===== src/rtl/mdu_pkg.sv =====
// Shared types and constants for the multiply/divide sequencer.
// MDU_FAST_MUL_EN selects a single-cycle multiplier instead of shift-add iteration.
package mdu_pkg;

  localparam int MDU_WIDTH = 32;
  localparam int MDU_ITER  = 32;
  localparam int MDU_CNT_W = $clog2(MDU_ITER);

  typedef enum logic [2:0] {
    OP_NOP   = 3'd0,
    OP_MULT  = 3'd1,
    OP_MULTU = 3'd2,
    OP_DIV   = 3'd3,
    OP_DIVU  = 3'd4,
    OP_MTHI  = 3'd5,
    OP_MTLO  = 3'd6
  } mdu_op_t;

  typedef enum logic [1:0] {
    S_IDLE = 2'd0,
    S_RUN  = 2'd1,
    S_MUL2 = 2'd2,
    S_DONE = 2'd3
  } mdu_state_t;

  // Magnitude of a two's-complement value; the most negative value maps to itself as unsigned.
  function automatic logic [MDU_WIDTH-1:0] mdu_mag(input logic [MDU_WIDTH-1:0] x,
                                                   input logic is_signed);
    return (is_signed && x[MDU_WIDTH-1]) ? -x : x;
  endfunction

endpackage


===== src/rtl/mdu_div_iter.sv =====
// Iterative datapath: one restoring-divide step (or one shift-add multiply step) per enable.
// rem/quo registers double as the 2*WIDTH product accumulator in multiply mode.
module mdu_div_iter
  import mdu_pkg::*;
#(
  parameter int WIDTH = MDU_WIDTH
) (
  input  logic             clk,
  input  logic             rst,
  input  logic             start_i,
  input  logic             mul_i,
  input  logic             en_i,
  input  logic [WIDTH-1:0] a_i,
  input  logic [WIDTH-1:0] b_i,
  output logic [WIDTH-1:0] rem_nxt_o,
  output logic [WIDTH-1:0] quo_nxt_o,
  output logic             last_o
);

  logic [WIDTH-1:0]     rem_q, quo_q, dvs_q;
  logic                 mul_q;
  logic [MDU_CNT_W-1:0] cnt_q;
  logic [WIDTH:0]       shifted, diff, sum;

  assign last_o = (cnt_q == MDU_CNT_W'(MDU_ITER - 1));

  always_comb begin
    shifted = {rem_q, quo_q[WIDTH-1]};
    diff    = shifted - {1'b0, dvs_q};
    sum     = {1'b0, rem_q} + (quo_q[0] ? {1'b0, dvs_q} : '0);
    if (mul_q) begin
      rem_nxt_o = sum[WIDTH:1];
      quo_nxt_o = {sum[0], quo_q[WIDTH-1:1]};
    end else if (!diff[WIDTH]) begin
      // Trial subtraction did not borrow: keep it and shift in a 1.
      rem_nxt_o = diff[WIDTH-1:0];
      quo_nxt_o = {quo_q[WIDTH-2:0], 1'b1};
    end else begin
      rem_nxt_o = shifted[WIDTH-1:0];
      quo_nxt_o = {quo_q[WIDTH-2:0], 1'b0};
    end
  end

  always_ff @(posedge clk) begin
    if (rst) begin
      rem_q <= '0;
      quo_q <= '0;
      dvs_q <= '0;
      mul_q <= 1'b0;
      cnt_q <= '0;
    end else if (start_i) begin
      rem_q <= '0;
      quo_q <= a_i;
      dvs_q <= b_i;
      mul_q <= mul_i;
      cnt_q <= '0;
    end else if (en_i) begin
      rem_q <= rem_nxt_o;
      quo_q <= quo_nxt_o;
      cnt_q <= cnt_q + MDU_CNT_W'(1);
    end
  end

endmodule


===== src/rtl/mdu_ctrl.sv =====
// Multiply/divide sequencer owning all HI/LO writes; stalls via busy while an op runs.
// Define MDU_FAST_MUL_EN for a registered single-cycle multiplier (MUL2 state).
module mdu_ctrl
  import mdu_pkg::*;
#(
  parameter int WIDTH = MDU_WIDTH
) (
  input  logic             clk,
  input  logic             rst,
  input  logic             op_valid,
  input  logic [2:0]       op_code,
  input  logic [WIDTH-1:0] op_a,
  input  logic [WIDTH-1:0] op_b,
  input  logic             flush,
  output logic             busy,
  output logic             hi_we,
  output logic             lo_we,
  output logic [WIDTH-1:0] hi_wdata,
  output logic [WIDTH-1:0] lo_wdata
);

  mdu_state_t         state_q, state_d;
  mdu_op_t            op;
  logic               accept, is_mul, is_div, sgn_op, div_zero;
  logic               neg_q, rem_neg_q, is_mul_q;
  logic [WIDTH-1:0]   mag_a, mag_b;
  logic               it_start, it_en, it_last;
  logic [WIDTH-1:0]   rem_nxt, quo_nxt;
  logic [2*WIDTH-1:0] prod_raw, prod_fix;
  logic [WIDTH-1:0]   div_hi, div_lo;
  logic               hi_we_d, lo_we_d;
  logic [WIDTH-1:0]   hi_wdata_d, lo_wdata_d;

  assign op       = mdu_op_t'(op_code);
  assign accept   = (state_q == S_IDLE) && op_valid && !flush;
  assign is_mul   = (op == OP_MULT) || (op == OP_MULTU);
  assign is_div   = (op == OP_DIV) || (op == OP_DIVU);
  assign sgn_op   = (op == OP_MULT) || (op == OP_DIV);
  assign div_zero = (op_b == '0);
  assign mag_a    = mdu_mag(op_a, sgn_op);
  assign mag_b    = mdu_mag(op_b, sgn_op);
  assign busy     = (state_q != S_IDLE);

`ifdef MDU_FAST_MUL_EN
  logic [2*WIDTH-1:0] prod_q;

  assign it_start = accept && is_div && !div_zero;
  assign prod_raw = prod_q;

  always_ff @(posedge clk) begin
    if (rst) prod_q <= '0;
    else if (accept && is_mul) prod_q <= {{WIDTH{1'b0}}, mag_a} * {{WIDTH{1'b0}}, mag_b};
  end
`else
  assign it_start = accept && (is_mul || (is_div && !div_zero));
  assign prod_raw = {rem_nxt, quo_nxt};
`endif

  assign it_en = (state_q == S_RUN);

  mdu_div_iter #(.WIDTH(WIDTH)) u_iter (
    .clk       (clk),
    .rst       (rst),
    .start_i   (it_start),
    .mul_i     (is_mul),
    .en_i      (it_en),
    .a_i       (mag_a),
    .b_i       (mag_b),
    .rem_nxt_o (rem_nxt),
    .quo_nxt_o (quo_nxt),
    .last_o    (it_last)
  );

  // Sign fix-up works on magnitudes: quotient/product follow sign(a)^sign(b), remainder follows sign(a).
  assign prod_fix = neg_q ? -prod_raw : prod_raw;
  assign div_lo   = neg_q ? -quo_nxt : quo_nxt;
  assign div_hi   = rem_neg_q ? -rem_nxt : rem_nxt;

  always_ff @(posedge clk) begin
    if (rst) begin
      neg_q     <= 1'b0;
      rem_neg_q <= 1'b0;
      is_mul_q  <= 1'b0;
    end else if (accept) begin
      neg_q     <= sgn_op && (op_a[WIDTH-1] ^ op_b[WIDTH-1]);
      rem_neg_q <= sgn_op && op_a[WIDTH-1];
      is_mul_q  <= is_mul;
    end
  end

  always_ff @(posedge clk) begin
    if (rst) state_q <= S_IDLE;
    else     state_q <= state_d;
  end

  always_comb begin
    state_d = state_q;
    case (state_q)
      S_IDLE: begin
        if (accept && is_mul) begin
`ifdef MDU_FAST_MUL_EN
          state_d = S_MUL2;
`else
          state_d = S_RUN;
`endif
        end else if (accept && is_div) begin
          state_d = div_zero ? S_DONE : S_RUN;
        end
      end
      S_RUN: begin
        if (flush)        state_d = S_IDLE;
        else if (it_last) state_d = S_DONE;
      end
      S_MUL2:  state_d = flush ? S_IDLE : S_DONE;
      S_DONE:  state_d = S_IDLE;
      default: state_d = S_IDLE;
    endcase
  end

  // Write strobes are computed one cycle early so the enables and data are registered in DONE.
  always_comb begin
    hi_we_d    = 1'b0;
    lo_we_d    = 1'b0;
    hi_wdata_d = hi_wdata;
    lo_wdata_d = lo_wdata;
    case (state_q)
      S_IDLE: begin
        if (accept && op == OP_MTHI) begin
          hi_we_d    = 1'b1;
          hi_wdata_d = op_a;
        end else if (accept && op == OP_MTLO) begin
          lo_we_d    = 1'b1;
          lo_wdata_d = op_a;
        end else if (accept && is_div && div_zero) begin
          hi_we_d    = 1'b1;
          lo_we_d    = 1'b1;
          hi_wdata_d = op_a;
          lo_wdata_d = '1;
        end
      end
      S_RUN: begin
        if (!flush && it_last) begin
          hi_we_d = 1'b1;
          lo_we_d = 1'b1;
          if (is_mul_q) begin
            hi_wdata_d = prod_fix[2*WIDTH-1:WIDTH];
            lo_wdata_d = prod_fix[WIDTH-1:0];
          end else begin
            hi_wdata_d = div_hi;
            lo_wdata_d = div_lo;
          end
        end
      end
      S_MUL2: begin
        if (!flush) begin
          hi_we_d    = 1'b1;
          lo_we_d    = 1'b1;
          hi_wdata_d = prod_fix[2*WIDTH-1:WIDTH];
          lo_wdata_d = prod_fix[WIDTH-1:0];
        end
      end
      default: ;
    endcase
  end

  always_ff @(posedge clk) begin
    if (rst) begin
      hi_we    <= 1'b0;
      lo_we    <= 1'b0;
      hi_wdata <= '0;
      lo_wdata <= '0;
    end else begin
      hi_we    <= hi_we_d;
      lo_we    <= lo_we_d;
      hi_wdata <= hi_wdata_d;
      lo_wdata <= lo_wdata_d;
    end
  end

endmodule

===== config.mk =====
export PLATFORM = sky130hd
export DESIGN_NAME = mdu_ctrl
export DESIGN_NICKNAME = d
export VERILOG_FILES = /design/src/rtl/mdu_pkg.sv /design/src/rtl/mdu_div_iter.sv /design/src/rtl/mdu_ctrl.sv
export SDC_FILE = /design/constraint.sdc
export NUM_CORES = 1
export LEC_CHECK = 0
export ABC_AREA = 1
export CORE_AREA = 4 4 235 329
export DETAILED_ROUTE_END_ITERATION = 16
export DIE_AREA = 0 0 239 333
export PLACE_DENSITY = 0.47
export RECOVER_POWER = 25
export REMOVE_ABC_BUFFERS = 1
export SYNTH_ARGS = -nofsm -noshare
export SYNTH_HDL_FRONTEND = slang
export SYNTH_HIERARCHICAL = 1
export SYNTH_SLANG_ARGS = --single-unit

===== constraint.sdc =====
create_clock -name clk -period 11.5 [get_ports clk]
set_clock_uncertainty 0.1 [all_clocks]
set_input_delay 2.3 -clock clk [delete_from_list [all_inputs] [get_ports clk]]
set_output_delay 2.3 -clock clk [all_outputs]
set_load 0.005 [all_outputs]

* Word-level counts from Yosys, hierarchy flattened *
Cells that the tools add are included.

storage, ports and cells
  register bits = 173
  input port bits = 71

cells by class
  $add $sub $neg = 8
  equal/unequal tests = 18
  mux-type cells = 42
  bitwise gates (word level) = 1
  reductions and logical operators = 28

operators by type and width
  kind                                                    number
  two-way mux 32 bit                                      22
  one-hot mux 32 bit (3 select lines)                     2
  negator 32 bit                                          4
  two-way mux 64 bit                                      1
  negator 64 bit                                          1
  adder 32 x 33 -> 33 bit                                 1
  subtractor 33 x 32 -> 33 bit                            1
  zero test 32 bit                                        1
  logical AND 1 bit                                       13
  two-way mux 2 bit                                       6
  AND reduction 5 bit                                     2
  == test 3 bit (second input constant)                   3
  inequality test 3 x 1 -> 1 bit (second input constant)  3
  two-way mux 1 bit                                       8
  one-hot mux 2 bit (4 select lines)                      1
  == test 3 x 2 -> 1 bit (second input constant)          2
  one-hot mux 1 bit (3 select lines)                      2
  adder 5 x 1 -> 5 bit (second input constant)            1
  == test 5 bit (second input constant)                   1
  == test 2 bit (second input constant)                   2
  logical OR 1 bit                                        4
  inequality test 2 bit (second input constant)           2
  nonzero test 2 bit                                      2
  == test 3 x 1 -> 1 bit (second input constant)          1
  10 further kinds                                        11

* Depth between registers and ports, before layout *
Gate-level depths: netlist of run 1.

  depth in word-level cells = 9
  depth in mapped cells = 34
  gate-level depth less buffers = 33

* Modules after synthesis *
Netlist of run 1, hierarchy kept.

by module, submodules not included
  module        times used  cells each  area each (µm²)
  mdu_div_iter  1           1,797       9,954.5
  mdu_ctrl      1           1,581       8,529.4

* Worst setup path before layout of run 1 *
No wires, ideal clock.

  path type = in2reg
  start point = in op_b[1]
  end point = reg u_iter.dvs_q[10]
  library setup time = 0.086 ns
  arrival = 4.395 ns
  data required time = 11.314 ns
  path slack = 6.919 ns
  cell stages on the path = 15
  cells stage by stage = inv_1 -> ha_1 -> nand4_2 -> nor3_4 -> nand4_1 -> nor2_1 -> nand2_1 -> nor2_1 -> o21ai_0 -> clkbuf_1 -> inv_1 -> clkbuf_1 -> buf_1 -> nor2_1 -> a211oi_1

between the ends
  cells in the longest elaborated chain, start to end = 5
  elaborated cells between the ends (all ways) = 7

RTL lines
  what                  RTL line            RTL
  start, declared       mdu_ctrl.sv:13      input logic [WIDTH-1:0] op_b,
  zero test 32 bit      mdu_ctrl.sv:39      assign div_zero = (op_b == '0);
  zero test 1 bit       mdu_ctrl.sv:55      assign it_start = accept && (is_mul || (is_div && !div_zero));
  logical AND 1 bit     mdu_ctrl.sv:55
  logical OR 1 bit      mdu_ctrl.sv:55
  logical AND 1 bit     mdu_ctrl.sv:55
  named net it_start    mdu_ctrl.sv:27      logic it_start, it_en, it_last;
  end signal, assigned  mdu_div_iter.sv:54  dvs_q <= b_i;
  end, declared         mdu_div_iter.sv:20  logic [WIDTH-1:0] rem_q, quo_q, dvs_q;

The timed path passes the listed nets, and every way through them passes these cells.
A chain may end at the register's enable or synchronous reset.

* Final worst setup path of run 1 *
  start point = in op_b[0]
  end point = reg u_iter.dvs_q[27]

Same word-level chain as after synthesis.

==> results of run 1 <==
==> final timing paths <==
path | end | start
max | u_iter/dvs_q[27] | op_b[0]
min | lo_wdata[14] | lo_wdata[14]
max reg2reg | hi_wdata[10] | u_iter/quo_q[31]
min reg2reg | lo_wdata[14] | lo_wdata[14]
==> cells by family (layout without fill, tap and decap cells) <==
family,count (synthesis),count (layout),synth area share
xor+xnor,113,113,0.05354
simple gates,2033,2033,0.4568
flops,173,173,0.1874
compound gates,394,394,0.1225
fa+ha+maj,76,76,0.05226
buf+inv,589,670,0.1276
==> worst max-delay path: stages <==
cell,delay [ps]
clkdlybuf4s50_1,440
inv_1,90
ha_1,210
nand4_2,180
nor3_4,270
nand4_1,380
nor2_1,250
nand2_1,130
nor2_1,340
o21ai_4,210
buf_4,300
inv_2,820
nor2_1,100
a211oi_1,190
==> area by class of cell <==
class / count / area [µm²]
sequential: 173 / 3466
clock inverter: 15 / 140.1
timing repair buffer: 159 / 1530
tap: 960 / 1201
clock buffer: 17 / 425.4
inverter: 479 / 1810
fill: 8650 / 52710
multi-input combinational: 2616 / 12690
==> per-stage QoR <==
stage | std cells | hold WS [ps] | utilization | setup slack (ps)
2_1_floorplan | 3268 | 345.3 | - | 4576
6_report | 4419 | 369.3 | 0.2874 | 5444
4_1_cts | 4419 | 375.4 | 0.2875 | 5424
3_3_place_gp | 4387 | 359.5 | 0.2798 | 4980
5_1_grt | 4419 | 404.7 | 0.2874 | 5163
3_5_place_dp | 4387 | 363.9 | 0.2798 | 4920
==> layer usage <==
metal / global-route usage / vias to the layer above / share of wire
met4: 0.1063 / 0 / 0.057
met1: 0.2122 / 9609 / 0.38
met2: 0.3909 / 426 / 0.53
met3: 0.01956 / 159 / 0.029
li1: - / 10737 / -
met5: 0 / - / 0
==> sequential cells by signal (all words and copies together), names as in the netlist, 2 cells and up <==
signal,count
u_iter/quo_q,32
state_q,2
u_iter/dvs_q,32
u_iter/rem_q,32
u_iter/cnt_q,5
lo_wdata,32
hi_wdata,32
==> placed cells by master (no fill, tap or decap), drive strengths merged, types with 22 or more instances in the layout <==
cell type,n
buf,22
xor2,82
a31oi,38
xnor2,31
a211oi,33
nor2,458
nand3,262
inv,481
dfxtp,173
a21oi,134
nand2,1221
dlygate4sd3,57
nor3,35
nand4,23
clkdlybuf4s50,79
o21ai,141
ha,74
==> power breakdown <==
group | leakage, nW | switching (mW) | internal (mW)
registers | 1.42 | 0.0965 | 0.717
clock network | 0.260 | 0.300 | 0.301
logic | 9.01 | 2.85 | 1.17
total | 10.7 | 3.25 | 2.18
==> results.sh, run 1 <==
export IMPL_max_freq_ghz=0.1651
export IMPL_report_final_slew_viol_count=0
export IMPL_core_area_um2=73970
export IMPL_period_share=0.5266
export IMPL_gr_total_overflow=0
export IMPL_syn2layout_area_growth_pct=15.01
export IMPL_ys_ff_latch=173
export IMPL_finalNetCount=3593
export IMPL_drtIter0Drc=1260
export IMPL_tightest_slew_ps=1490
export IMPL_diodes=0
export IMPL_final_cell_area_um2=21260
export IMPL_die_height_um=333
export IMPL_synth_top_cell_by_area="nand2_1"
export IMPL_cts_hold_buf=0
export IMPL_cts_tree="built"
export IMPL_die_w_um=239
export IMPL_syn_area_um2=18480
export IMPL_place_congestion=0.9778
export IMPL_synthTopCellsByArea="nand2_1, dfxtp_1, inv_1"
export IMPL_synth_top_area_share=0.2445
export IMPL_ant_nets=0
export IMPL_reg2reg_setup_slack_ps=6200
export IMPL_drt_total_wl_mm=81.96
export IMPL_port_buffers=137
export IMPL_yosysWarnings=6
export IMPL_cp_required_ps=11800
export IMPL_cts_resized=0
export IMPL_ys_async_sr_fraction=0
export IMPL_drive_gt1_frac=0.04770
export IMPL_firstDrtPassIters=6
export IMPL_avgSynthCellArea_um2=5.472
export IMPL_relSlewSlack=0.006606
export IMPL_timing_final_crit_period_ps=6056
export IMPL_power_density_nw_per_um2=255.6
export IMPL_peakVddDrop_uv=107.7
export IMPL_cts_buffers=17
export IMPL_drc=0
export IMPL_grt_total_usage=0.2020
export IMPL_yosysSeqAreaShare=0.1874
export IMPL_viasPerCell=4.737
export IMPL_clockBufferDepth=2
export IMPL_routedWlPerCell_um=18.55
export IMPL_path_class="in2reg"
export IMPL_htreeDepth=4
export IMPL_grt_pass1_vias=21328
export IMPL_finalPower_mw=5.434
export IMPL_initial_core_util=0.2499
export IMPL_row_count=118
export IMPL_setup_viol=0
export IMPL_worstHoldPathType="reg2reg"
export IMPL_placed_cell_area_um2=20700
export IMPL_rsz0062_at_grt="no"
export IMPL_leakage_nw=10.69
export IMPL_cp_arrival_ps=6360
export IMPL_max_cap_viol_count=0
export IMPL_root_buffer="clkbuf_16"
export IMPL_synthFlopType="dfxtp_1"
export IMPL_clock_sink_count=173
export IMPL_synth_edf_count=0
export IMPL_cp_max_fo=65
export IMPL_ff2ff_path_depth=29
export IMPL_ys_types=54
export IMPL_dieArea_um2=79590
export IMPL_netlist_instances=3378
export IMPL_grt_max_degree=66
export IMPL_dp_hpwl_mm=67.67
export IMPL_insertion_delay_ps=490
export IMPL_hold_path_cell_count=2
export IMPL_end_kind="register"
export IMPL_status="complete, no violations"
export IMPL_cts_setup_buffers=0
export IMPL_timing_final_hold_violations=0
export IMPL_ios=138
export IMPL_synthTopCellsByCount="nand2_1, inv_1, nor2_1"
export IMPL_yosysMostFrequentCell="nand2_1"
export IMPL_clkTransAtPathRegs_ps=70
export IMPL_grt_pass1_wl_mm=124.1
export IMPL_fin_setup_tns_ps=0
export IMPL_antenna_found_initial=0
export IMPL_start_kind="primary input"
export IMPL_route_vias_total=20931
No activity file was read; power rests on OpenSTA's default activity.
==> run 2: changes to the inputs <==
==> constraint.sdc (replaced) <==
create_clock -name clk -period 5.75 [get_ports clk]
set_clock_uncertainty 0.1 [all_clocks]
set_input_delay 1.15 -clock clk [delete_from_list [all_inputs] [get_ports clk]]
set_output_delay 1.15 -clock clk [all_outputs]
set_load 0.005 [all_outputs]
==> results.sh, run 2 (synthesized netlist as in run 1, its figures left out) <==
export IMPL_worstHoldPathType="reg2reg"
export IMPL_viasPerCell=4.784
export IMPL_setup_viol=0
export IMPL_clkTransAtPathRegs_ps=80
export IMPL_clock_sink_count=173
export IMPL_power_density_nw_per_um2=519.2
export IMPL_routedWlPerCell_um=18.87
export IMPL_ant_nets=0
export IMPL_max_cap_viol_count=0
export IMPL_cts_buffers=17
export IMPL_tightest_slew_ps=991.1
export IMPL_routed_wl_met2_mm=44.11
export IMPL_crit_top_cell="nand2_1"
export IMPL_insertion_delay_ps=490
export IMPL_crit_slowest_cell="o21ai_0"
export IMPL_relSlewSlack=0.3385
export IMPL_route_vias_total=21230
export IMPL_initial_core_util=0.2499
export IMPL_cts_hold_buf=0
export IMPL_place_congestion=0.9883
export IMPL_path_class="reg2reg"
export IMPL_row_count=118
export IMPL_dp_hpwl_mm=69.01
export IMPL_drt_total_wl_mm=83.73
export IMPL_fin_ws_ps=870.9
export IMPL_final_core_util=0.2907
export IMPL_report_final_slew_viol_count=0
export IMPL_placed_cell_area_um2=20860
export IMPL_fin_setup_tns_ps=0
export IMPL_max_freq_ghz=0.2050
export IMPL_end_kind="register"
export IMPL_cp_required_ps=6050
export IMPL_rsz0062_at_grt="no"
export IMPL_drc=0
export IMPL_htreeDepth=4
export IMPL_port_buffers=137
export IMPL_gr_total_overflow=0
export IMPL_cts_setup_buffers=0
export IMPL_grt_pass1_vias=21220
export IMPL_drtIter0Drc=1302
export IMPL_grt_total_usage=0.2045
export IMPL_final_common_cell="nand2_1"
export IMPL_final_cell_area_um2=21500
export IMPL_cp_max_fo=15
export IMPL_cts_tree="built"
export IMPL_timing_final_crit_period_ps=4879
export IMPL_timing_final_hold_violations=0
export IMPL_period_share=0.8485
export IMPL_cts_resized=0
export IMPL_dp_cells=4405
export IMPL_die_height_um=333
export IMPL_critPathTopFamily="simple AND/OR/NAND/NOR gates"
export IMPL_ios=138
export IMPL_antenna_found_initial=1
export IMPL_grt_max_degree=66
export IMPL_die_w_um=239
export IMPL_routed_top_layer="met5"
export IMPL_root_buffer="clkbuf_16"
export IMPL_cp_num_buf_inv=6
export IMPL_final_cell_mix="nand2_1, inv_1, nor2_1, nand3_1, dfxtp_1"
export IMPL_start_kind="register"
export IMPL_core_area_um2=73970
export IMPL_met3WireLength_mm=2.695
export IMPL_clockBufferDepth=2
export IMPL_leakage_nw=10.84
export IMPL_drive_gt1_frac=0.05234
export IMPL_grt_pass1_wl_mm=125.6
export IMPL_dp_slack_ps=813.3
export IMPL_status="complete, no violations"
export IMPL_wl_met1_mm=31.89
export IMPL_finalNetCount=3611
export IMPL_dieArea_um2=79590
export IMPL_peakVddDrop_uv=263.4
export IMPL_syn2layout_area_growth_pct=16.33
export IMPL_firstDrtPassIters=6
export IMPL_slowest_delay_ps=480
export IMPL_instances_no_fill=4438
export IMPL_cp_arrival_ps=5180
==> run 2: changes by cell type in the layout (fill, tap and decap cells not counted), moves of 2 or more <==
cell and delta:
bufinv_16 +3, inv_1 +2, buf_12 +2, buf_4 +17
clkinvlp_4 -5
==> run 2: power breakdown <==
group | total (mW) | switching [mW] | internal, mW
clock network | 1.33 | 0.578 | 0.748
registers | 1.63 | 0.195 | 1.43
logic | 8.21 | 5.79 | 2.42
==> run 2: area by class of cell <==
class	instances	area [µm²]
fill	8600	52470
multi-input combinational	2616	12680
sequential	173	3466
inverter	479	1810
timing repair buffer	177	1694
tap	960	1201
clock buffer	18	439.2
clock inverter	14	205.2
antenna	1	2.502
==> run 2: routing by layer <==
| layer | global-route usage | up-vias |
|---|---|---|
| met2 | 0.3914 | 503 |
| met3 | 0.02188 | 177 |
| met4 | 0.1093 | 2 |
| met1 | 0.2163 | 9791 |
| met5 | 0 | - |
| li1 | - | 10757 |
==> run 2: final timing paths <==
| check | start | endpoint | slack, ps | cells past startpoint |
|---|---|---|---|---|
| worst min register to register | lo_wdata[14] | lo_wdata[14] | 370 | 2 |
| worst max register to register | u_iter/quo_q[31] | hi_wdata[28] | 870 | 32 |
| worst max-delay path | u_iter/quo_q[31] | hi_wdata[28] | 870 | 32 |
| worst min-delay path | lo_wdata[14] | lo_wdata[14] | 370 | 2 |
==> run 2: per-stage QoR <==
step / hold WS, ps / power [mW]
after floorplan: 345.3 / 6.928
after global placement: 356.8 / 9.833
after detailed placement: 361.5 / 9.837
after CTS: 372.5 / 11.22
after global routing: 403.4 / 12.19
final: 366.6 / 11.16
==> run 2: tightest hold or removal path, stage by stage (launching register included) <==
cell	delay, ps
dfxtp_1	310
nand2_1	60
a21oi_1	50
